### src/rtl/bcd_addsub_seq.sv
// Sequential packed-BCD adder/subtractor: one digit per cycle, LSD first, with a
// tens-complement fix-up pass for negative differences. Optional macro: BCD_INPUT_CHECK_EN.
module bcd_addsub_seq #(
    parameter int DIGITS = 3
) (
    input  logic                clk,
    input  logic                rst,
    input  logic                start,
    input  logic                op,
    input  logic [4*DIGITS-1:0] x,
    input  logic [4*DIGITS-1:0] y,
    output logic                busy,
    output logic                done,
    output logic [4*DIGITS-1:0] result,
    output logic                negative,
    output logic                carry
`ifdef BCD_INPUT_CHECK_EN
    ,
    output logic                error
`endif
);

    localparam int W = 4 * DIGITS;
    localparam logic [3:0] LAST_IDX = 4'(DIGITS - 1);

    typedef enum logic [1:0] {
        IDLE = 2'd0,
        CALC = 2'd1,
        FIX  = 2'd2,
        DONE = 2'd3
    } state_t;

    // Nines complement of one BCD digit.
    function automatic logic [3:0] nines(input logic [3:0] d);
        return 4'd9 - d;
    endfunction

    // Single decimal digit add with carry; returns {carry_out, digit}.
    function automatic logic [4:0] digit_add(input logic [3:0] a, input logic [3:0] b,
                                             input logic cin);
        logic [4:0] sum;
        sum = {1'b0, a} + {1'b0, b} + {4'd0, cin};
        if (sum > 5'd9) begin
            return {1'b1, 4'(sum - 5'd10)};
        end else begin
            return {1'b0, sum[3:0]};
        end
    endfunction

    // Selects digit i from a packed BCD word.
    function automatic logic [3:0] digit_at(input logic [W-1:0] v, input logic [3:0] i);
        logic [3:0] d;
        d = 4'd0;
        for (int k = 0; k < DIGITS; k++) begin
            if (i == 4'(k)) begin
                d = v[4*k +: 4];
            end else begin
                d = d;
            end
        end
        return d;
    endfunction

`ifdef BCD_INPUT_CHECK_EN
    // True when any digit of the word is outside 0..9.
    function automatic logic has_bad_digit(input logic [W-1:0] v);
        logic bad;
        bad = 1'b0;
        for (int k = 0; k < DIGITS; k++) begin
            bad = bad | (v[4*k +: 4] > 4'd9);
        end
        return bad;
    endfunction
`endif

    state_t         state_r;
    state_t         next_state_s;
    logic [W-1:0]   x_r;
    logic [W-1:0]   y_r;
    logic [W-1:0]   res_r;
    logic           op_r;
    logic           c_r;
    logic           neg_r;
    logic           carry_fin_r;
    logic [3:0]     idx_r;
    logic [3:0]     op_a_s;
    logic [3:0]     op_b_s;
    logic [4:0]     dsum_s;
    logic           last_s;
    logic           accept_s;
    logic           done_go_s;
`ifdef BCD_INPUT_CHECK_EN
    logic           bad_s;
    logic           err_r;
    logic [3:0]     wait_r;
`endif

    assign last_s   = (idx_r == LAST_IDX);
    assign accept_s = (state_r == IDLE) && start;

`ifdef BCD_INPUT_CHECK_EN
    assign bad_s     = has_bad_digit(x) | has_bad_digit(y);
    // An invalid capture parks in DONE until the normal add latency has elapsed.
    assign done_go_s = (state_r == DONE) && (wait_r == 4'd0);
`else
    assign done_go_s = (state_r == DONE);
`endif

    // Digit datapath operands: CALC adds x and (nines of) y, FIX complements the stored result.
    always_comb begin
        op_a_s = 4'd0;
        op_b_s = 4'd0;
        case (state_r)
            CALC: begin
                op_a_s = digit_at(x_r, idx_r);
                op_b_s = op_r ? nines(digit_at(y_r, idx_r)) : digit_at(y_r, idx_r);
            end
            FIX: begin
                op_a_s = nines(digit_at(res_r, idx_r));
                op_b_s = 4'd0;
            end
            default: begin
                op_a_s = 4'd0;
                op_b_s = 4'd0;
            end
        endcase
        dsum_s = digit_add(op_a_s, op_b_s, c_r);
    end

    // Next-state logic.
    always_comb begin
        next_state_s = state_r;
        case (state_r)
            IDLE: begin
                if (start) begin
`ifdef BCD_INPUT_CHECK_EN
                    next_state_s = bad_s ? DONE : CALC;
`else
                    next_state_s = CALC;
`endif
                end else begin
                    next_state_s = IDLE;
                end
            end
            CALC: begin
                if (last_s) begin
                    next_state_s = (op_r && !dsum_s[4]) ? FIX : DONE;
                end else begin
                    next_state_s = CALC;
                end
            end
            FIX: begin
                if (last_s) begin
                    next_state_s = DONE;
                end else begin
                    next_state_s = FIX;
                end
            end
            DONE: begin
                if (done_go_s) begin
                    next_state_s = IDLE;
                end else begin
                    next_state_s = DONE;
                end
            end
            default: next_state_s = IDLE;
        endcase
    end

    // State register.
    always_ff @(posedge clk) begin
        if (rst) begin
            state_r <= IDLE;
        end else begin
            state_r <= next_state_s;
        end
    end

    // Operand capture, digit index, running carry and result accumulation.
    always_ff @(posedge clk) begin
        if (rst) begin
            x_r         <= '0;
            y_r         <= '0;
            res_r       <= '0;
            op_r        <= 1'b0;
            c_r         <= 1'b0;
            neg_r       <= 1'b0;
            carry_fin_r <= 1'b0;
            idx_r       <= 4'd0;
`ifdef BCD_INPUT_CHECK_EN
            err_r       <= 1'b0;
            wait_r      <= 4'd0;
`endif
        end else begin
            case (state_r)
                IDLE: begin
                    if (start) begin
                        x_r         <= x;
                        y_r         <= y;
                        op_r        <= op;
                        c_r         <= op;
                        idx_r       <= 4'd0;
                        res_r       <= '0;
                        neg_r       <= 1'b0;
                        carry_fin_r <= 1'b0;
`ifdef BCD_INPUT_CHECK_EN
                        err_r       <= bad_s;
                        wait_r      <= bad_s ? 4'(DIGITS) : 4'd0;
`endif
                    end
                end
                CALC, FIX: begin
                    for (int k = 0; k < DIGITS; k++) begin
                        if (idx_r == 4'(k)) begin
                            res_r[4*k +: 4] <= dsum_s[3:0];
                        end
                    end
                    c_r <= dsum_s[4];
                    if (last_s) begin
                        idx_r <= 4'd0;
                        if (state_r == CALC) begin
                            carry_fin_r <= op_r ? 1'b0 : dsum_s[4];
                            // A borrow out of the top digit means y > x: seed the complement pass.
                            if (op_r && !dsum_s[4]) begin
                                neg_r <= 1'b1;
                                c_r   <= 1'b1;
                            end
                        end
                    end else begin
                        idx_r <= idx_r + 4'd1;
                    end
                end
                DONE: begin
`ifdef BCD_INPUT_CHECK_EN
                    if (wait_r != 4'd0) begin
                        wait_r <= wait_r - 4'd1;
                    end
`endif
                end
                default: begin
                    idx_r <= 4'd0;
                end
            endcase
        end
    end

    // Registered outputs: results load on the done edge and hold until the next one.
    always_ff @(posedge clk) begin
        if (rst) begin
            busy     <= 1'b0;
            done     <= 1'b0;
            result   <= '0;
            negative <= 1'b0;
            carry    <= 1'b0;
`ifdef BCD_INPUT_CHECK_EN
            error    <= 1'b0;
`endif
        end else begin
            busy <= (next_state_s != IDLE);
            done <= done_go_s;
            if (done_go_s) begin
`ifdef BCD_INPUT_CHECK_EN
                if (err_r) begin
                    result   <= '0;
                    negative <= 1'b0;
                    carry    <= 1'b0;
                    error    <= 1'b1;
                end else begin
                    result   <= res_r;
                    negative <= neg_r;
                    carry    <= carry_fin_r;
                    error    <= 1'b0;
                end
`else
                result   <= res_r;
                negative <= neg_r;
                carry    <= carry_fin_r;
`endif
            end
`ifdef BCD_INPUT_CHECK_EN
            else if (accept_s) begin
                error <= 1'b0;
            end
`endif
        end
    end

endmodule

### config.mk
export PLATFORM = sky130hd
export DESIGN_NAME = bcd_addsub_seq
export DESIGN_NICKNAME = d
export VERILOG_FILES = /design/src/rtl/bcd_addsub_seq.sv
export SDC_FILE = /design/constraint.sdc
export NUM_CORES = 1
export LEC_CHECK = 0
export ABC_AREA = 0
export BUFFER_PORTS_ARGS = -buffer_cell sky130_fd_sc_hd__buf_2
export CORE_ASPECT_RATIO = 0.5
export CORE_UTILIZATION = 57
export DETAILED_ROUTE_END_ITERATION = 6
export MAX_ROUTING_LAYER = met4
export PLACE_DENSITY_LB_ADDON = 0.3
export SYNTH_ARGS = -nofsm -noshare
export SYNTH_HDL_FRONTEND = slang
export SYNTH_SLANG_ARGS = --single-unit
### constraint.sdc
create_clock -name clk -period 5.3 [get_ports clk]
set_input_delay 0.795 -clock clk [delete_from_list [all_inputs] [get_ports clk]]
set_output_delay 0.795 -clock clk [all_outputs]
set_load 0.03 [all_outputs]
==> results.sh <==
export IMPL_syn_inst=370
export IMPL_routed_wl_microns=6594
export IMPL_cts_root_buf="clkbuf_8"
export IMPL_drtAntennaViolNets=0
export IMPL_end_kind="flip-flop"
export IMPL_pre_cts_slack_ns=0.7924
export IMPL_grt_usage_pct=26.03
export IMPL_numCtsBuffers=9
export IMPL_ff2ff_path_depth=13
export IMPL_finish_utilization_pct=68.96
export IMPL_yosysTopAreaCellShare_pct=40.36
export IMPL_final_setup_worst_slack_ns=0.7058
export IMPL_p_total_mw=1.071
export IMPL_ys_warn_count=0
export IMPL_synthAdderAreaFrac_pct=5.370
export IMPL_coreArea_sq_um=5067
export IMPL_grt_pass1_vias=2285
export IMPL_cts_setup_buffers=0
export IMPL_htreeDepth=3
export IMPL_hp_class="reg -> reg"
export IMPL_fillers=434
export IMPL_vdd_drop_max_mv=0.1881
export IMPL_hold_buffers=0
export IMPL_p_per_area_nw_per_um2=306.5
export IMPL_status="complete, no violations"
export IMPL_drv_cap=0
export IMPL_clk_pin_slew_worst_paths_ns=0.07
export IMPL_insertion_delay_ns=0.34
export IMPL_synth_compound_area_share_pct=16.68
export IMPL_cp_start_kind="flip-flop"
export IMPL_cts_tree="built"
export IMPL_clock_sinks=62
export IMPL_yosysSeqAreaShare_pct=40.36
export IMPL_cp_max_fo=20
export IMPL_vias_per_cell=5.423
export IMPL_yosys_most_used_dff="dfxtp_1"
export IMPL_yosys_register_bits=62
export IMPL_rsz0062_at_grt="no"
export IMPL_drt_iter0_markers=165
export IMPL_fin_skew_ns=0.007469
export IMPL_hpwl_microns=4704
export IMPL_layout_min_cycle_time_ns=4.594
export IMPL_antenna_diode_count=0
export IMPL_hold_end="x_r[1]$_SDFFE_PP0P_"
export IMPL_synth_area_sq_um=3075
export IMPL_drive_gt1_share_pct=15.80
export IMPL_start_util_pct=60.69
export IMPL_antenna_found_initial=0
export IMPL_placedCellCount=460
export IMPL_relSlewSlack_pct=31.28
export IMPL_synthTopCellsByArea="dfxtp_1 (40%), mux2i_1 (8.8%), nand2_1 (8.2%)"
export IMPL_max_freq_mhz=217.7
export IMPL_leakagePower_nw=1.345
export IMPL_vias=2576
export IMPL_regToRegSetupSlack_ns=0.71
export IMPL_area_delta_synth_final_pct=13.63
export IMPL_hold_violations=0
export IMPL_grt_pass1_wl_microns=10850
export IMPL_setup_violations=0
export IMPL_synthArstFlopShare_pct=0
export IMPL_pin_count=44
export IMPL_finalNetCount=441
export IMPL_slew_violations=0
export IMPL_detail_route_first_pass_iterations=4
export IMPL_die_width_microns=105.9
export IMPL_yosys_mux_area_fraction_pct=11.07
export IMPL_setup_tns_ns=0
export IMPL_cts_max_path_buffers=2
export IMPL_avgSynthCellArea_sq_um=8.312
export IMPL_wl_per_cell_microns=13.88
export IMPL_die_area_sq_um=5711
export IMPL_fin_crit_sh_pct=86.68
export IMPL_fin_cells=475
export IMPL_synthXorXnorAreaFrac_pct=1.709
export IMPL_fp_dieH_microns=53.94
export IMPL_grt_ovfl_total=0
export IMPL_r2r_end="neg_r$_SDFFE_PP0P_"
export IMPL_cts_resized=0
export IMPL_fp_row_count=18
export IMPL_tightest_slew_ns=1.031
export IMPL_synth_simple_area_share_pct=20.14
export IMPL_synthesis_nets=410
export IMPL_critPathKind="reg -> reg"
export IMPL_port_buffers=43
export IMPL_arrival_ns=4.83
export IMPL_synth_distinct_cells=43
export IMPL_drc=0
export IMPL_grt_max_degree=60
export IMPL_synth_edf_count=0
export IMPL_synth_top_area_cell="dfxtp_1"
export IMPL_crit_required_ns=5.53
export IMPL_crit_reg2reg_launch="idx_r[0]$_SDFFE_PP0P_"
export IMPL_synth_top_family_by_area="simple AND/OR/NAND/NOR gates"
export IMPL_worstHoldPathCells=2
export IMPL_worstHoldStart="x_r[1]$_SDFFE_PP0P_"
export IMPL_gp_congestion=0.9180
## synthesized netlist by cell type, types with 2 or more instances
library cell / count
o32ai_1: 6
mux2i_1: 27
a21boi_0: 2
nand2_1: 67
fa_1: 2
buf_2: 4
nand3b_1: 2
buf_1: 2
o21ai_0: 9
xnor2_1: 2
nor3_1: 2
ha_1: 10
xor2_1: 4
mux2_2: 2
a22oi_1: 3
mux2_1: 3
or2_1: 2
nor2b_1: 5
a21o_1: 3
inv_1: 13
dfxtp_1: 62
nand4_1: 2
clkbuf_1: 17
o21ai_1: 6
nor2_1: 36
a31o_1: 4
and2_1: 7
a21oi_1: 42
nor3b_1: 5
nand3_1: 5
or3_1: 2
## through the flow
stage | cell area, sq um | hold slack (ns)
global route | 3495 | 0.4733
detailed placement | 3287 | 0.4461
floorplan | 3075 | 0.4317
global placement | 3287 | 0.4458
finish | 3495 | 0.4563
CTS | 3495 | 0.4552
## per-layer routing
layer  part of all wire [%]  track usage, %  vias to the layer above  routed length (microns)
met4                   0.18           9.259                        0                       12
met5                      0               -                        -                        0
met2                     41           38.78                       92                     2716
li1                       -               -                     1322                        -
met1                     51           34.50                     1160                     3339
met3                    8.0           6.901                        2                      525
## registers in the layout, indices dropped and copies added (netlist names)
register	flops
op_r	1
negative	1
state_r	2
y_r	12
done	1
c_r	1
x_r	12
busy	1
res_r	12
carry	1
carry_fin_r	1
idx_r	4
neg_r	1
result	12
## kinds of logic (layout without fill, tap and decap cells)
kind of cell | Yosys count | after routing
adder cells (fa/ha/maj) | 12 | 12
multiplexers | 33 | 33
flip-flops | 62 | 62
AND/OR/NAND/NOR | 137 | 137
buffers and inverters | 37 | 72
AO/OA/AOI/OAI | 83 | 83
XOR/XNOR | 6 | 6
## worst max path at each step
stage	from	to	slack (ns)
floorplan	idx_r[0]$_SDFFE_PP0P_	res_r[10]$_SDFFE_PP0P_	1.66
global placement	idx_r[0]$_SDFFE_PP0P_	res_r[10]$_SDFFE_PP0P_	0.99
detailed placement	idx_r[0]$_SDFFE_PP0P_	res_r[2]$_SDFFE_PP0P_	0.79
CTS	idx_r[0]$_SDFFE_PP0P_	neg_r$_SDFFE_PP0P_	0.77
global route	idx_r[0]$_SDFFE_PP0P_	neg_r$_SDFFE_PP0P_	0.36
finish	idx_r[0]$_SDFFE_PP0P_	neg_r$_SDFFE_PP0P_	0.71
## power breakdown
| part | switching (mW) | leakage [nW] | internal, mW |
|---|---|---|---|
| Clock | 0.175 | 0.104 | 0.252 |
| Sequential | 0.0196 | 0.504 | 0.485 |
| Combinational | 0.0870 | 0.737 | 0.0531 |
## cells in the final DEF, fill, tap and decap left out, types with 5 or more instances in the layout
cell,count
and2_1,7
nor3b_1,5
nand2_1,67
mux2i_1,27
a21oi_1,42
nand3_1,5
clkbuf_8,12
o21ai_0,9
ha_1,10
inv_1,13
buf_2,43
o21ai_1,6
o32ai_1,6
dfxtp_1,62
nor2b_1,5
nor2_1,36
## cell type report
class | count | area [sq um] | area share (%)
Clock buffer | 12 | 165.2 | 4.726
Clock inverter | 3 | 42.54 | 1.217
Inverter | 14 | 52.55 | 1.504
Multi-Input combinational cell | 271 | 1690 | 48.37
Sequential cell | 62 | 1241 | 35.52
Tap cell | 70 | 87.58 | 2.506
Timing Repair Buffer | 43 | 215.2 | 6.158
## critical path, stage by stage, from the launching register on
cell and delay (ns):
dfxtp_1 0.79, nor2b_1 0.66, a21oi_1 0.20, o21ai_0 0.19, a21oi_1 0.12, fa_1 0.42
fa_1 0.42, xnor2_1 0.18, ha_1 0.25, nor2b_1 0.14, a31o_1 0.24, o311ai_1 0.41
a21oi_1 0.14, mux2_1 0.32
Power figures use the tool's default switching activity.
